<file path="src/rtl/dec_udp_acq_rx.sv">
// Acquisition UDP receive decoder: pulls status and payload bytes from the
// 1GbE rx FIFOs and rebuilds 108-bit acquisition words for the output FIFO.
module dec_udp_acq_rx #(
   parameter int AVL_SIZE            = 8,
   parameter int BYTE_SIZE           = 8,
   parameter int IP_SIZE             = 32,
   parameter int MAC_SIZE            = 48,
   parameter int UDP_BYTE_PER_PACKET = 3957
) (
   input  logic                                   clk,
   input  logic                                   reset_n,
   input  logic [IP_SIZE-1:0]                     expected_ip,
   input  logic [AVL_SIZE-1:0]                    rx_fifo_data,
   input  logic                                   rx_fifo_data_empty,
   output logic                                   rx_fifo_data_read,
   input  logic [2*BYTE_SIZE+IP_SIZE+MAC_SIZE-1:0] rx_fifo_status,
   input  logic                                   rx_fifo_status_empty,
   output logic                                   rx_fifo_status_read,
   output logic                                   acq_wrreq_fifo_108,
   output logic [107:0]                           acq_wrdata_fifo_108,
   input  logic                                   acq_wrfull_fifo_108,
   output logic                                   rx_mode_nCont_disc,
   output logic                                   rx_mode_nRaw_dem,
   output logic [15:0]                            pkt_count,
   output logic [15:0]                            err_count
);

   localparam int LW = 2 * BYTE_SIZE;

   localparam logic [2:0] S_IDLE   = 3'd0;
   localparam logic [2:0] S_CHECK  = 3'd1;
   localparam logic [2:0] S_MODE   = 3'd2;
   localparam logic [2:0] S_FREQ   = 3'd3;
   localparam logic [2:0] S_SAMPLE = 3'd4;
   localparam logic [2:0] S_WRITE  = 3'd5;
   localparam logic [2:0] S_DONE   = 3'd6;
   localparam logic [2:0] S_FLUSH  = 3'd7;

   logic [2:0]    state_q, state_d;
   logic [LW-1:0] len_q, len_d;
   logic [31:0]   ip_q, ip_d;
   logic [LW-1:0] left_q, left_d;
   logic [2:0]    cnt_q, cnt_d;
   logic [1:0]    mode_q, mode_d;
   logic [31:0]   freq_q, freq_d;
   logic [31:0]   lfreq_q, lfreq_d;
   logic          lvld_q, lvld_d;
   logic          fc_q, fc_d;
   logic [63:0]   smp_q, smp_d;
   logic          srd_q, srd_d;
   logic          ncont_q, ncont_d;
   logic          nraw_q, nraw_d;
   logic [15:0]   pkt_q, pkt_d;
   logic [15:0]   err_q, err_d;

   logic [7:0]    byte_w;
   logic [LW-1:0] st_len;
   logic [31:0]   st_ip;
   logic [LW-1:0] lm5;
   logic [31:0]   freq_nx;
   logic          in_pop_st;
   logic          pop;
   logic          legal;
   logic          misfit;
   logic          bad;
   logic [31:0]   sin_w;
   logic [31:0]   cos_w;
   logic          unused_bits;

   assign byte_w  = rx_fifo_data[7:0];
   assign st_len  = rx_fifo_status[MAC_SIZE+IP_SIZE +: LW];
   assign st_ip   = 32'(rx_fifo_status[MAC_SIZE +: IP_SIZE]);
   assign lm5     = len_q - LW'(5);
   assign freq_nx = {freq_q[23:0], byte_w};

   assign unused_bits = ^{rx_fifo_status[MAC_SIZE-1:0], rx_fifo_data};

   assign in_pop_st = (state_q == S_MODE) || (state_q == S_FREQ) ||
                      (state_q == S_SAMPLE) || (state_q == S_FLUSH);

   // Byte pop is qualified by show-ahead empty so one byte moves per cycle.
   assign pop = in_pop_st && !rx_fifo_data_empty && (left_q != '0);

   assign legal = (byte_w == 8'h00) || (byte_w == 8'h0F) ||
                  (byte_w == 8'hF0) || (byte_w == 8'hFF);

   assign misfit = byte_w[0] ? (lm5[2:0] != 3'd0) : (lm5[1:0] != 2'd0);

   assign bad = (len_q < LW'(5)) ||
                (32'(len_q) > 32'(UDP_BYTE_PER_PACKET)) ||
                ((expected_ip != '0) && (ip_q != 32'(expected_ip)));

   always_comb begin
      if (mode_q[0]) begin
         sin_w = smp_q[63:32];
         cos_w = smp_q[31:0];
      end else begin
         sin_w = {{16{smp_q[15]}}, smp_q[15:0]};
         cos_w = {{16{smp_q[31]}}, smp_q[31:16]};
      end
   end

   assign acq_wrdata_fifo_108 = {11'b0, fc_q, freq_q, sin_w, cos_w};
   assign acq_wrreq_fifo_108  = (state_q == S_WRITE) && !acq_wrfull_fifo_108;
   assign rx_fifo_data_read   = pop;
   assign rx_fifo_status_read = srd_q;
   assign rx_mode_nCont_disc  = ncont_q;
   assign rx_mode_nRaw_dem    = nraw_q;
   assign pkt_count           = pkt_q;
   assign err_count           = err_q;

   always_comb begin
      state_d = state_q;
      len_d   = len_q;
      ip_d    = ip_q;
      left_d  = left_q;
      cnt_d   = cnt_q;
      mode_d  = mode_q;
      freq_d  = freq_q;
      lfreq_d = lfreq_q;
      lvld_d  = lvld_q;
      fc_d    = fc_q;
      smp_d   = smp_q;
      srd_d   = 1'b0;
      ncont_d = ncont_q;
      nraw_d  = nraw_q;
      pkt_d   = pkt_q;
      err_d   = err_q;
      if (pop) begin
         left_d = left_q - LW'(1);
      end
      case (state_q)
         S_IDLE: begin
            if (!rx_fifo_status_empty) begin
               len_d   = st_len;
               ip_d    = st_ip;
               srd_d   = 1'b1;
               state_d = S_CHECK;
            end
         end
         S_CHECK: begin
            left_d  = len_q;
            state_d = bad ? S_FLUSH : S_MODE;
         end
         S_MODE: begin
            if (pop) begin
               if (!legal || misfit) begin
                  state_d = S_FLUSH;
               end else begin
                  mode_d  = {byte_w[7], byte_w[0]};
                  cnt_d   = 3'd0;
                  state_d = S_FREQ;
               end
            end
         end
         S_FREQ: begin
            if (pop) begin
               freq_d = freq_nx;
               cnt_d  = cnt_q + 3'd1;
               if (cnt_q == 3'd3) begin
                  fc_d    = !lvld_q || (freq_nx != lfreq_q);
                  lfreq_d = freq_nx;
                  lvld_d  = 1'b1;
                  cnt_d   = 3'd0;
                  state_d = (left_q == LW'(1)) ? S_DONE : S_SAMPLE;
               end
            end
         end
         S_SAMPLE: begin
            if (pop) begin
               smp_d = {smp_q[55:0], byte_w};
               cnt_d = cnt_q + 3'd1;
               if (cnt_q == (mode_q[0] ? 3'd7 : 3'd3)) begin
                  cnt_d   = 3'd0;
                  state_d = S_WRITE;
               end
            end
         end
         S_WRITE: begin
            if (!acq_wrfull_fifo_108) begin
               fc_d    = 1'b0;
               state_d = (left_q == '0) ? S_DONE : S_SAMPLE;
            end
         end
         S_DONE: begin
            pkt_d   = pkt_q + 16'd1;
            ncont_d = mode_q[1];
            nraw_d  = mode_q[0];
            state_d = S_IDLE;
         end
         S_FLUSH: begin
            if (left_q == '0) begin
               if (err_q != 16'hFFFF) begin
                  err_d = err_q + 16'd1;
               end
               state_d = S_IDLE;
            end
         end
         default: state_d = S_IDLE;
      endcase
   end

   always_ff @(posedge clk or negedge reset_n) begin
      if (!reset_n) begin
         state_q <= S_IDLE;
         len_q   <= '0;
         ip_q    <= '0;
         left_q  <= '0;
         cnt_q   <= '0;
         mode_q  <= '0;
         freq_q  <= '0;
         lfreq_q <= '0;
         lvld_q  <= 1'b0;
         fc_q    <= 1'b0;
         smp_q   <= '0;
         srd_q   <= 1'b0;
         ncont_q <= 1'b0;
         nraw_q  <= 1'b0;
         pkt_q   <= '0;
         err_q   <= '0;
      end else begin
         state_q <= state_d;
         len_q   <= len_d;
         ip_q    <= ip_d;
         left_q  <= left_d;
         cnt_q   <= cnt_d;
         mode_q  <= mode_d;
         freq_q  <= freq_d;
         lfreq_q <= lfreq_d;
         lvld_q  <= lvld_d;
         fc_q    <= fc_d;
         smp_q   <= smp_d;
         srd_q   <= srd_d;
         ncont_q <= ncont_d;
         nraw_q  <= nraw_d;
         pkt_q   <= pkt_d;
         err_q   <= err_d;
      end
   end

endmodule

</file>
<file path="config.mk">
export PLATFORM = sky130hd
export DESIGN_NAME = dec_udp_acq_rx
export DESIGN_NICKNAME = d
export VERILOG_FILES = /design/src/rtl/dec_udp_acq_rx.sv
export SDC_FILE = /design/constraint.sdc
export NUM_CORES = 1
export LEC_CHECK = 0
export ABC_CLOCK_PERIOD_IN_PS = 5700
export CAP_MARGIN = 20
export CORE_ASPECT_RATIO = 1.75
export CORE_MARGIN = 2
export CORE_UTILIZATION = 50
export DETAILED_ROUTE_END_ITERATION = 16
export PLACE_DENSITY_LB_ADDON = 0.15
export SLEW_MARGIN = 15
export SYNTH_ARGS = -nofsm -noshare
export SYNTH_HDL_FRONTEND = slang
export SYNTH_SLANG_ARGS = --single-unit
</file>
<file path="constraint.sdc">
create_clock -name clk -period 5.7 [get_ports clk]
set_input_delay 1.14 -clock clk [delete_from_list [all_inputs] [get_ports clk]]
set_output_delay 1.14 -clock clk [all_outputs]
set_load 0.005 [all_outputs]
</file>
Word level (Yosys, flattened, before mapping) --
Index checks and enable logic that the tools add are counted.
Word-level totals: output and inout port bits 145, bits in latches 0, memory bits (read-only) 0, memories kept 0, bits in registers 237, RAM bits 0, input bits 141, word-level logic and storage cells 119
Cells by class: add/sub/neg operators 5, eq/ne operators 25, reduce and logical (&&, ||, !) cells 37, shift-type cells 0, $mul 0, bitwise operators 2, divide/modulo/power cells 0, multiplexer cells 32, $lt $le $gt $ge 2
Operator list (count):
- $ne A32 B32 Y1 | 2
- $mux W3 | 17
- $add A16 B1 Y16 const B | 2
- $mux W16 | 2
- $mux W32 | 1
- $reduce_bool A32 Y1 | 1
- $mux W31 | 1
- $pmux W3 S8 | 1
- $eq A16 B1 Y1 const B | 1
- $eq A8 B8 Y1 const B | 2
- $gt A16 B12 Y1 const B | 1
- $logic_not A16 Y1 | 1
- $lt A16 B3 Y1 const B | 1
- $ne A16 B16 Y1 const B | 1
- $reduce_bool A16 Y1 | 1
- $sub A16 B1 Y16 const B | 1
- $eq A3 B3 Y1 const B | 4
- $ne A2 B2 Y1 const B | 6
- $logic_or A1 B1 Y1 | 10
- $eq A3 B2 Y1 const B | 3
- $pmux W3 S3 | 1
- $reduce_and A3 Y1 | 3
- $eq A8 B4 Y1 const B | 1
- $logic_not A8 Y1 | 1
- other kinds (18) | 38

Logic depth before layout (Yosys ltp) --
word-level depth 9, gate-level depth with buffers 11, gate-level depth less buffers 9

Worst setup path before layout --
No wires, ideal clock.
path kind register to output, start point register left_q[0], end point output rx_fifo_data_read, buffers on the path 1, slack 2.948 ns, arrival time 1.612 ns, cell stages (with the launch flop) 8, required time 4.560 ns, cells stage by stage dfrtp_1 > inv_1 > ha_1 > buf_2 > nor4b_2 > nand4_4 > nand3_1 > inv_1
Between the ends: cells in the longest elaborated chain, start to end 2
RTL lines:
- start, declared | RTL line 42 | logic [LW-1:0] left_q, left_d;
- start signal, assigned | RTL line 225 | left_q <= left_d;
- $reduce_bool A16 Y1 | RTL line 82 | assign pop = in_pop_st && !rx_fifo_data_empty && (left_q != '0);
- $logic_and A1 B1 Y1 | RTL line 82
- end, declared | RTL line 15 | output logic rx_fifo_data_read,
No other way between the ends.

Worst setup path after layout --
Ends and elaborated chain as after synthesis.

==> impl_results.md <==
- Status: completed
- Gr ovfl total: 0
- Pin count of the biggest net entering global routing: ~120
- Post CTS Setup Buffer Count: 0
- CP Cell Sequence: inv_1 -> ha_1 -> nor4b_2 -> nand4_4 -> nand3_1 -> inv_1 -> clkdlybuf4s50_1
- Worst Hold Path Cells: 1
- Dpl cells: ~1.4k
- Hold Buf Count CTS: 0
- H-tree levels: 1
- Worst hold-check path type: register to register
- DR vias/cell: roughly 5.3
- Minimum clock period: 4.26 ns
- # Max-Cap Violations: 0
- Most frequent cell on the critical path: inv_1
- Area grow syn2layout: 29.1%
- Worst vdd ir: around 0.28 mV
- FF+latch count, synth: 237
- Crit end category: primary output
- Initial antenna violation count: 0
- Hold path endpoint: lvld_q
- Share of layout cells above drive strength 1: between 20% and 30%
- Initial Util: 50.9%
- Hold Slack: about 0.48 ns
- Reg2reg start: left_q[0]
- Max Slew Vio Count: 0
- RSZ-0062 raised after global routing: false
- IO Count: 286
- Power density over cell area: 466 nW/um2
- CP Max Fanout: 9
- Avg Cell Area, Syn: 12.2 um2
- Final RePlAce weighted congestion: ~0.86
- Slew HR: between 30 and 40%
- Root buffer cell: clkbuf_16
- Post-CTS Resized: 0
- Reg2Reg Depth: 8
- Cell Rows: 72
- Top FF cell, synth: dfrtp_1
- First-pass GRT wire length: between 40000 and 50000 um
- Number of global-route vias before repair: between 8k and 9k
- Clock slew at reported path FFs: 0.07 ns
- Setup Viol. Count Final: 0
- Drt first-iter violations: about 410
- Synth top area cells: dfrtp_1 53%, mux2_2 21%, xnor2_1 5.9%
- Reg2reg end: smp_q[36]
- Crit path max-delay family: simple AND/OR/NAND/NOR gates
- Yosys cell types: 51
- Diode count: 0
- Final Hold Fails: 0
- Nets: ~1.3k
- Clock Skew: 0.0158 ns
- Core area: 22200 um2
- Highest Clock Rate: ~230 MHz
- Setup TNS: 0 ns
- Hold Startpoint: lvld_q
- Largest area contributor in the netlist: dfrtp_1
- Die height: about 200 um
- Placed cell areas: ~14000 um2
- Gr usage total: a little over a fifth
- Yosys top cell area share: a little over half
- Overall routed net length: between 20000 and 30000 um
- CP required: around 4.6 ns
- Cell Area, Synth: between 10000 and 15000 um2
- R2R Setup Slk: about 2.5 ns
- Kind of critical path: register to primary output
- Later-pin clock latency in the skew report: roughly 0.5 ns
- CP Depth: 7
- DP Wirelength: approximately 18000 um
- First-pass iteration count of the detailed router: 4
- Crit-path slowest cell: clkdlybuf4s50_1
- Die X-Extent: about 120 um
- Final Total Pwr: a little under 7 mW
- Via Count: roughly 7.7k
- Bufs and invs on worst path: 3
- Leakage: about 6.3 nW
- Final period utilization: around 75%
- CP arrival: 3.12 ns
- Detail Route Antenna Nets: 0
- Syn Inst Count: between 900 and 1k
- Peak per-stage delay on the critical path: approximately 0.49 ns
- Remaining DRCs: 0
- Clock sinks: 237
- Wire length per cell: about 17 um
- Critical Path Source Type: register
- Ys async rst share: between 90% and 100%
- Die area: 23800 um2
- Total CTS buffers: 23
- Worst slew pin tran: ~0.96 ns
- Synth warn: 0
- Post-synthesis sequential area ratio: about 53%
- CTS tree: yes
- FILL cells: ~1.8k
- Post-synth EDFFs: 0
- PortBufs: between 200 and 250
- Design area: approximately 15000 um2
- Final Non-Filler Cells: roughly 1.4k
- Maximum clock path buffer count: 3
## Yosys cell counts (13+ instances only)
cell and count:
clkbuf_1 17, dfrtp_1 237, nor4_1 22, buf_4 13, nor2_1 25, mux2_2 214
nand4_1 27, xor2_1 25, xnor2_1 76, nand2_1 108, o21ai_0 13, nand3_1 22
buf_2 18
## worst max-delay path by stage
stage / slack [ns] / start / end
final: 1.44 / left_q[0] / rx_fifo_data_read
after global routing: 1.29 / left_q[0] / rx_fifo_data_read
after CTS: 1.41 / left_q[0] / rx_fifo_data_read
after detailed placement: 1.69 / rx_fifo_data_empty / rx_fifo_data_read
after global placement: 1.71 / rx_fifo_data_empty / rx_fifo_data_read
after floorplan: 2.95 / left_q[0] / rx_fifo_data_read
## per-layer routing
layer  track usage (%)  vias up  share of wire [%]
met5                 0        -                  0
met4              7.01        0                3.1
met3              4.33       41                5.7
met2              39.2      217                 53
met1              24.1     3764                 38
li1                  -     3655                  -
## cell usage in the layout (no fill, tap or decap), drive strengths merged, types with 6 or more instances in the layout
| cell | count |
|---|---|
| dfrtp | 237 |
| clkbuf | 32 |
| clkdlybuf4s50 | 225 |
| o21ai | 13 |
| nor4 | 24 |
| nand4 | 28 |
| mux2 | 214 |
| nor2 | 25 |
| ha | 7 |
| nand3 | 22 |
| buf | 7 |
| and4 | 6 |
| xnor2 | 76 |
| inv | 7 |
| conb | 11 |
| nand2b | 7 |
| nand2 | 108 |
| nor3 | 7 |
| a21oi | 6 |
| o211ai | 7 |
| xor2 | 25 |
## power by group
part	leakage [nW]	internal [mW]	switching (mW)
Clock	0.387	0.974	0.634
Sequential	3.08	2.23	0.573
Combinational	2.86	1.46	0.898
## cells by family (layout without fill, tap and decap cells)
group / after synthesis / in the layout / synth area share [%]
AND/OR/NAND/NOR: 252 / 252 / 11.5
flip-flops: 237 / 237 / 52.6
multiplexers: 216 / 216 / 21.6
XOR/XNOR: 101 / 101 / 7.85
buffers and inverters: 60 / 279 / 2.63
AO/OA/AOI/OAI: 47 / 47 / 2.93
adder cells (fa/ha/maj): 8 / 8 / 0.866
other: 1 / 11 / 0.0333
## flip-flops by register name, indices dropped and copies added (netlist names)
register,flops
fc_q,1
rx_mode_nRaw_dem,1
left_q,16
cnt_q,3
smp_q,64
err_count,16
state_q,3
ip_q,32
rx_fifo_status_read,1
freq_q,32
lfreq_q,32
pkt_count,16
lvld_q,1
len_q,16
rx_mode_nCont_disc,1
mode_q,2
## through the flow
step / util [%] / setup WS (ns)
after detailed placement: 62.1 / 1.69
after global placement: 62.1 / 1.71
after CTS: 65.6 / 1.41
after floorplan: - / 2.95
final: 65.6 / 1.44
after global routing: 65.6 / 1.29
## area by class of cell
cell class,instances,area [um2],share of cell area [%]
Clock buffer,32,649,4.46
Tap cell,296,370,2.55
Sequential cell,237,5930,40.8
Timing Repair Buffer,232,2320,16.0
Multi-Input combinational cell,635,5100,35.1
Clock inverter,8,143,0.980
Inverter,7,26.3,0.181
Note: power is estimated with default switching activity, not from simulation.
